===== config.mk =====
export PLATFORM = sky130hd
export DESIGN_NAME = fetch_unit
export DESIGN_NICKNAME = d
export VERILOG_FILES = /design/src/rtl/fetch_unit.sv
export SDC_FILE = /design/constraint.sdc
export NUM_CORES = 1
export LEC_CHECK = 0
export BUFFER_PORTS_ARGS = -buffer_cell sky130_fd_sc_hd__buf_2
export CELL_PAD_IN_SITES_DETAIL_PLACEMENT = 2
export CELL_PAD_IN_SITES_GLOBAL_PLACEMENT = 2
export CORE_AREA = 3 3 154 156
export DETAILED_ROUTE_END_ITERATION = 7
export DIE_AREA = 0 0 157 159
export PLACE_DENSITY_LB_ADDON = 0.05
export SYNTH_ARGS = -nofsm -noshare
export SYNTH_HDL_FRONTEND = slang
export SYNTH_SLANG_ARGS = --single-unit

===== constraint.sdc =====
create_clock -name clk -period 2.2 [get_ports clk]
set_input_delay 0.22 -clock clk [delete_from_list [all_inputs] [get_ports clk]]
set_output_delay 0.22 -clock clk [all_outputs]
set_load 0.005 [all_outputs]

===== src/rtl/fetch_unit.sv =====
// Instruction-fetch stage: owns the imem request/valid handshake and the IF/ID register,
// converts redirects into bubbles and waits out responses made stale by a redirect.
module fetch_unit #(
    parameter logic [31:0] BOOT_ADDR = 32'h0000_0000,
    parameter logic [31:0] NOP       = 32'h0000_0013
) (
    input  logic        clk,
    input  logic        rst,
    input  logic        flush,
    input  logic [31:0] flush_addr,
    input  logic        stall,
    output logic        imem_req,
    output logic [31:0] imem_addr,
    input  logic        imem_valid,
    input  logic [31:0] imem_rdata,
    output logic [31:0] instr_out,
    output logic [31:0] instr_pc,
    output logic        instr_valid,
    output logic        fetch_wait
);

    typedef enum logic [1:0] {IDLE, REQ, DROP} state_t;

    typedef struct packed {
        logic [31:0] instr;
        logic [31:0] pc;
        logic        valid;
    } ifid_t;

    state_t      state, state_n;
    logic [31:0] addr_q, addr_n;
    logic [31:0] redirect_q, redirect_n;
    ifid_t       ifid_q, ifid_n;

    always_ff @(posedge clk or negedge rst) begin
        if (!rst) begin
            state      <= IDLE;
            addr_q     <= BOOT_ADDR;
            redirect_q <= 32'h0;
            ifid_q     <= '{instr: NOP, pc: 32'h0, valid: 1'b0};
        end else begin
            state      <= state_n;
            addr_q     <= addr_n;
            redirect_q <= redirect_n;
            ifid_q     <= ifid_n;
        end
    end

    always_comb begin
        state_n    = state;
        addr_n     = addr_q;
        redirect_n = redirect_q;
        ifid_n     = ifid_q;
        case (state)
            IDLE: begin
                state_n = REQ;
                if (flush) addr_n = flush_addr;
            end
            REQ: begin
                if (imem_valid) begin
                    if (flush) begin
                        addr_n = flush_addr;
                        ifid_n = '{instr: NOP, pc: addr_q, valid: 1'b0};
                    end else if (!stall) begin
                        addr_n = addr_q + 32'd4;
                        ifid_n = '{instr: imem_rdata, pc: addr_q, valid: 1'b1};
                    end
                end else begin
                    // The request stays outstanding, so addr_q must not move until it completes.
                    if (flush) begin
                        redirect_n = flush_addr;
                        ifid_n     = '{instr: NOP, pc: addr_q, valid: 1'b0};
                        state_n    = DROP;
                    end else if (!stall) begin
                        ifid_n.instr = NOP;
                        ifid_n.valid = 1'b0;
                    end
                end
            end
            DROP: begin
                if (flush) redirect_n = flush_addr;
                if (imem_valid) begin
                    addr_n  = flush ? flush_addr : redirect_q;
                    state_n = REQ;
                end
            end
            default: state_n = IDLE;
        endcase
    end

    assign imem_req    = (state == REQ) || (state == DROP);
    assign imem_addr   = addr_q;
    assign fetch_wait  = !((state == REQ) && imem_valid && !flush && !stall);
    assign instr_out   = ifid_q.instr;
    assign instr_pc    = ifid_q.pc;
    assign instr_valid = ifid_q.valid;

endmodule


# [Word level (Yosys, flattened, before mapping)]
# Cells that the tools add are included.
# Widths: inputs -> output; s select.
[op_classes] n_eq_ne=9 add_sub_neg=1 n_reduce_logical=16 mux=21
[op_table] op="$mux 32" n=10
[op_table] op="$mux 65" n=3
[op_table] op="$pmux 32 s3" n=1
[op_table] op="$pmux 32 s2" n=1
[op_table] op="$add 32x3->32 const B" n=1
[op_table] op="$ne 2x2->1 const B" n=6
[op_table] op="$mux 2" n=3
[op_table] op="$pmux 2 s3" n=1
[op_table] op="$reduce_and 3->1" n=2
[op_table] op="$reduce_and 5->1" n=1
[op_table] op="$reduce_and 2->1" n=2
[op_table] op="$reduce_bool 2->1" n=2
[op_table] op="$logic_and 1x1->1" n=3
[op_table] op="$logic_not 1->1" n=3
[op_table] op="$ne 3x3->1 const B" n=1
[op_table] op="$reduce_bool 3->1" n=1
[op_table] op="$eq 2x1->1 const B" n=1
[op_table] op="$eq 2x2->1 const B" n=1
[op_table] op="$logic_not 2->1" n=1
[op_table] op="$mux 1" n=2
[op_table] op="$logic_or 1x1->1" n=1
[totals] input_bits=69 register_bits=131 output_inout_bits=99 elab_cells=53

# [Logic depth before layout (Yosys ltp)]
[depth] word_depth=5 ltp_mapped=10 mapped_depth_nobuf=7

# [Worst setup path after synthesis]
# OpenSTA, ideal clock, no wires.
[synth_path] path_type="reg-to-reg" from="register state[1]" to="register redirect_q[0]" synth_period_minus_slack_ns=2.025 t_required_ns=2.075 stages_incl_launch_ff=9 path_slack_ns=0.175 setup_ns=0.125 n_path_buf=3 t_arrival_ns=1.901 cell_sequence="dfrtp_1 -> inv_1 -> ha_1 -> clkbuf_1 -> or2_1 -> buf_2 -> o211ai_1 -> buf_2 -> mux2_2"
[synth_via] elab_chain_cells=3 word_cells_on_any_way=6 cone_classes="eq/ne (3); mux (1); reduce/logical (2)"
[synth_lines] element="start, declared" line_no="30" rtl="state_t state, state_n;"
[synth_lines] element="start signal, assigned" line_no="42" rtl="state <= state_n;"
[synth_lines] element="$eq 2x1->1 / $eq 2x2->1 (equally long branches)" line_no="54" rtl="case (state)"
[synth_lines] element="$ne 2x2->1 (no source line) / $reduce_bool 2->1 (equally long branches)"
[synth_lines] element="$reduce_and 2->1 (no source line)"
[synth_lines] element="end signal, assigned" line_no="44" rtl="redirect_q <= redirect_n;"
[synth_lines] element="end, declared" line_no="32" rtl="logic [31:0] redirect_q, redirect_n;"
# Several ways; a longest one is shown, not always the timed one.
# A chain may end at the register's enable or synchronous reset.

# [Worst setup path in the final report]
[layout_path] from="register state[1]" to="output port imem_req"
[layout_via] elab_chain_cells=2 word_cells_on_any_way=3 cone_classes="eq/ne (2); reduce/logical (1)"
[layout_lines] element="$eq 2x1->1 / $eq 2x2->1 (equally long branches)" line_no="91" rtl="assign imem_req = (state == REQ) || (state == DROP);"
[layout_lines] element="$logic_or 1x1->1 (*)" line_no="91"
[layout_lines] element="end, declared" line_no="12" rtl="output logic imem_req,"
# Mark *: on every way between the ends. The rest lies on a longest branch, timed or not.

==> reports/results.txt <==
Run status: finished clean
Depth of the worst register-to-register path: 9
Post-DR vias/cell: 5.34
#FFs+latches synth: 131
Start-to-end type of the worst setup path: reg2out
Synthesis-to-layout area growth: 33.2%
Sequential area share after synthesis: 0.491
Ordered cell list for the critical path: inv_1 -> ha_1 -> buf_4 -> buf_6 -> buf_2
Number of buffers and inverters on the critical path: 4
Arrival time of data at the critical path endpoint: 1.86 ns
# H-tree levels: 4
Number of input and output port buffers inserted: 167
Router iterations before antenna repair: 4
Detailed router's first-iteration violation count: 322
Slew HR: 0.561
Number of library cell types mapped by synthesis: 61
Nets@finish: 905
Top Family by Delay on Critical Path: buffers and inverters
DP Cell Count: 1091
Fraction of post-synthesis cell area in the top cell type by area: 0.479
Transition time at the pin with the least slew margin: 0.656 ns
Ratio of total power to cell area: 1580 mW/mm^2
Gate count of the mapped netlist: 628
Clock Path Buffers: 2
WL/cell: 22.2 um
Chip width: 157 um
Final instance area: 0.00891 mm^2
Clk Latency, worst-skew pair: 0.43 ns
Clock slew at reported path FFs: 0.07 ns
Final worst path period need: 2.08 ns
Initial antenna violation count: 0
TritonCTS clock tree: built
Data required time at the worst endpoint: 1.98 ns
Largest cells by area after synthesis: dfrtp_1 48%, mux2_2 11%, o21ai_0 3.7%, a22o_1 3.5%, nand2_1 2.5%
Async set or reset register ratio after synthesis: 1.00
Max capacitance violation total: 0
Final count of pins violating max slew: 0
Setup repair after global routing missed its margin: false
Post-Syn Area per Cell: 10.7 um^2
Total global-route track usage: 0.203
Post-detailed-route count of antenna-violating nets: 0
Most frequent cells after synthesis: 128 x dfrtp_1, 63 x mux2_2, 50 x o21ai_0
Detailed-route via count: 6029
Critical Path Fanout Max: 24
Count of flip-flops with a built-in enable after synthesis: 0
Number of global-route vias before repair: 6852
Final WS setup: 0.118 ns
# rows: 55
Final estimated routing congestion in global placement: 0.801
Nature of the critical path endpoint: output pin
Number of nets produced by synthesis: 703
Final worst path period share: 0.946
Die footprint: 0.0250 mm^2
DRC violation count after routing: 0
Kind of launch point of the worst setup path: flip-flop
Final-layout setup total negative slack: 0 ns
CTS Root Cell: clkbuf_16
Chip height: 159 um
Endpoints failing setup: 0
Highest attainable clock frequency: 0.480 GHz
Primary flip-flop cell chosen by synthesis mapping: dfrtp_1
CTS Sinks: 131
Post-synthesis instance area: 0.00669 mm^2
Post-route clock skew: 0.0107 ns
First-pass GRT wire length: 39.8 mm
Final global-route overflow total: 0
Crit-path max cell delay: 0.41 ns
Leakage power total: 4.15 nW
Slowest CP cell: dfrtp_2
Most frequent cell after synthesis: dfrtp_1
Total Routed Length: 25.0 mm
Yosys warnings: 0
Min Hold Slack: 0.0158 ns
WP depth: 5
Placed wire-length estimate after detailed placement: 18.1 mm
Worst hold path cell count: 3
Post-layout instance count excluding filler cells: 1128
Fin. Hold Viols: 0
Placed instance area: 0.00822 mm^2
Worst slack at placement: 0.0396 ns
Cell accounting for the most synthesized area: dfrtp_1
Maximum number of pins on one net before global-route repair: 42
Classification of the worst-slack hold path: in2reg
Core area: 0.0225 mm^2
Diodes inserted: 0
Starting density of the core: 0.297
Worst vdd rail ir drop: 621 uV
Layout cells sized above 1: 0.414
Number of buffers added by the clock tree synthesis step: 17
Top Ports: 168
==> cell usage in the layout (no fill, tap or decap), types with 4 or more instances in the layout <==
cell type / count
a21o_1: 6
a21oi_1: 15
a22o_1: 27
a22oi_1: 8
a311oi_1: 4
a31oi_1: 10
a32oi_1: 9
and3_1: 7
buf_12: 7
buf_2: 166
buf_4: 50
buf_6: 4
clkbuf_16: 17
dfrtp_1: 127
dlygate4sd3_1: 4
ha_1: 5
inv_1: 7
inv_6: 4
mux2_2: 63
mux2i_1: 13
nand2_1: 43
nand2b_1: 5
nand3_1: 23
nand4_1: 12
nor2_1: 39
nor2b_1: 5
nor3_1: 9
o211ai_1: 5
o21ai_0: 50
o21ai_1: 4
o22ai_1: 6
o2bb2ai_1: 5
o31ai_1: 5
xnor2_1: 6
==> worst paths after layout <==
check / startpoint / end / slack, ns
max in group asynchronous: rst / imem_addr[4]$_DFFE_PN0P_ / 1.24
max reg2reg: state[1]$_DFFE_PN0P_ / imem_addr[4]$_DFFE_PN0P_ / 0.13
min reg2reg: instr_out[15]$_DFFE_PN0P_ / instr_out[15]$_DFFE_PN0P_ / 0.47
max: state[1]$_DFFE_PN0P_ / imem_req / 0.12
min in group asynchronous: rst / instr_pc[18]$_DFFE_PN0P_ / 0.28
min: imem_rdata[18] / instr_out[18]$_DFFE_PN0P_ / 0.02
==> sequential cells by signal (all words and copies together), names as in the netlist <==
| register | count |
|---|---|
| imem_addr | 32 |
| instr_out | 32 |
| instr_pc | 32 |
| instr_valid | 1 |
| redirect_q | 32 |
| state | 2 |
==> stage by stage <==
step           power (mW)  utilization
2_1_floorplan        8.01            -
3_3_place_gp         10.9        0.365
3_5_place_dp         11.2        0.365
4_1_cts              14.1        0.393
5_1_grt              15.1        0.396
6_report             14.1        0.396
==> area by class of cell <==
class,instances,area [um^2]
fillers,2398,13600
flip-flops and latches,131,3280
multi-input cells,440,3240
repair buffers,231,1430
clock buffers,19,443
well taps,285,357
clock inverters,13,124
inverters,9,33.8
==> power breakdown <==
group / internal [mW] / switching, mW / leakage (nW)
clock: 1.60 / 1.19 / 0.276
sequential: 3.52 / 0.832 / 1.62
combinational: 3.14 / 3.77 / 2.25
==> worst register-to-register path: stages, from the launching register on <==
cell and delay, ns:
dfrtp_2 0.41, inv_1 0.10, ha_1 0.31, buf_4 0.22, inv_1 0.14, buf_4 0.18
nor2_1 0.20, o2bb2ai_1 0.16, a21oi_1 0.09, o21ai_0 0.19
==> cells by family (layout without fill, tap and decap cells) <==
family / Yosys count / after routing / share of synthesized area
flip-flops: 131 / 131 / 0.491
adder cells (fa/ha/maj): 6 / 6 / 0.0112
AO/OA/AOI/OAI: 182 / 182 / 0.189
AND/OR/NAND/NOR: 167 / 167 / 0.135
buffers and inverters: 57 / 272 / 0.0365
multiplexers: 77 / 77 / 0.127
XOR/XNOR: 8 / 8 / 0.0105
==> routing by layer <==
layer | vias up | track usage | share of wire
met2 | 116 | 0.351 | 0.51
met5 | - | 0 | 0
met3 | 23 | 0.0285 | 0.030
li1 | 2740 | - | -
met1 | 3150 | 0.265 | 0.45
met4 | 0 | 0.0525 | 0.012
==> what timing repair did <==
item,CTS,global route
gates resized for setup,7,12
setup endpoints to repair,3,20
hold endpoints to repair,39,0
pin swaps,0,1
buffers inserted,0,1
hold buffers,4,0
(Power assumes the default switching activity.)
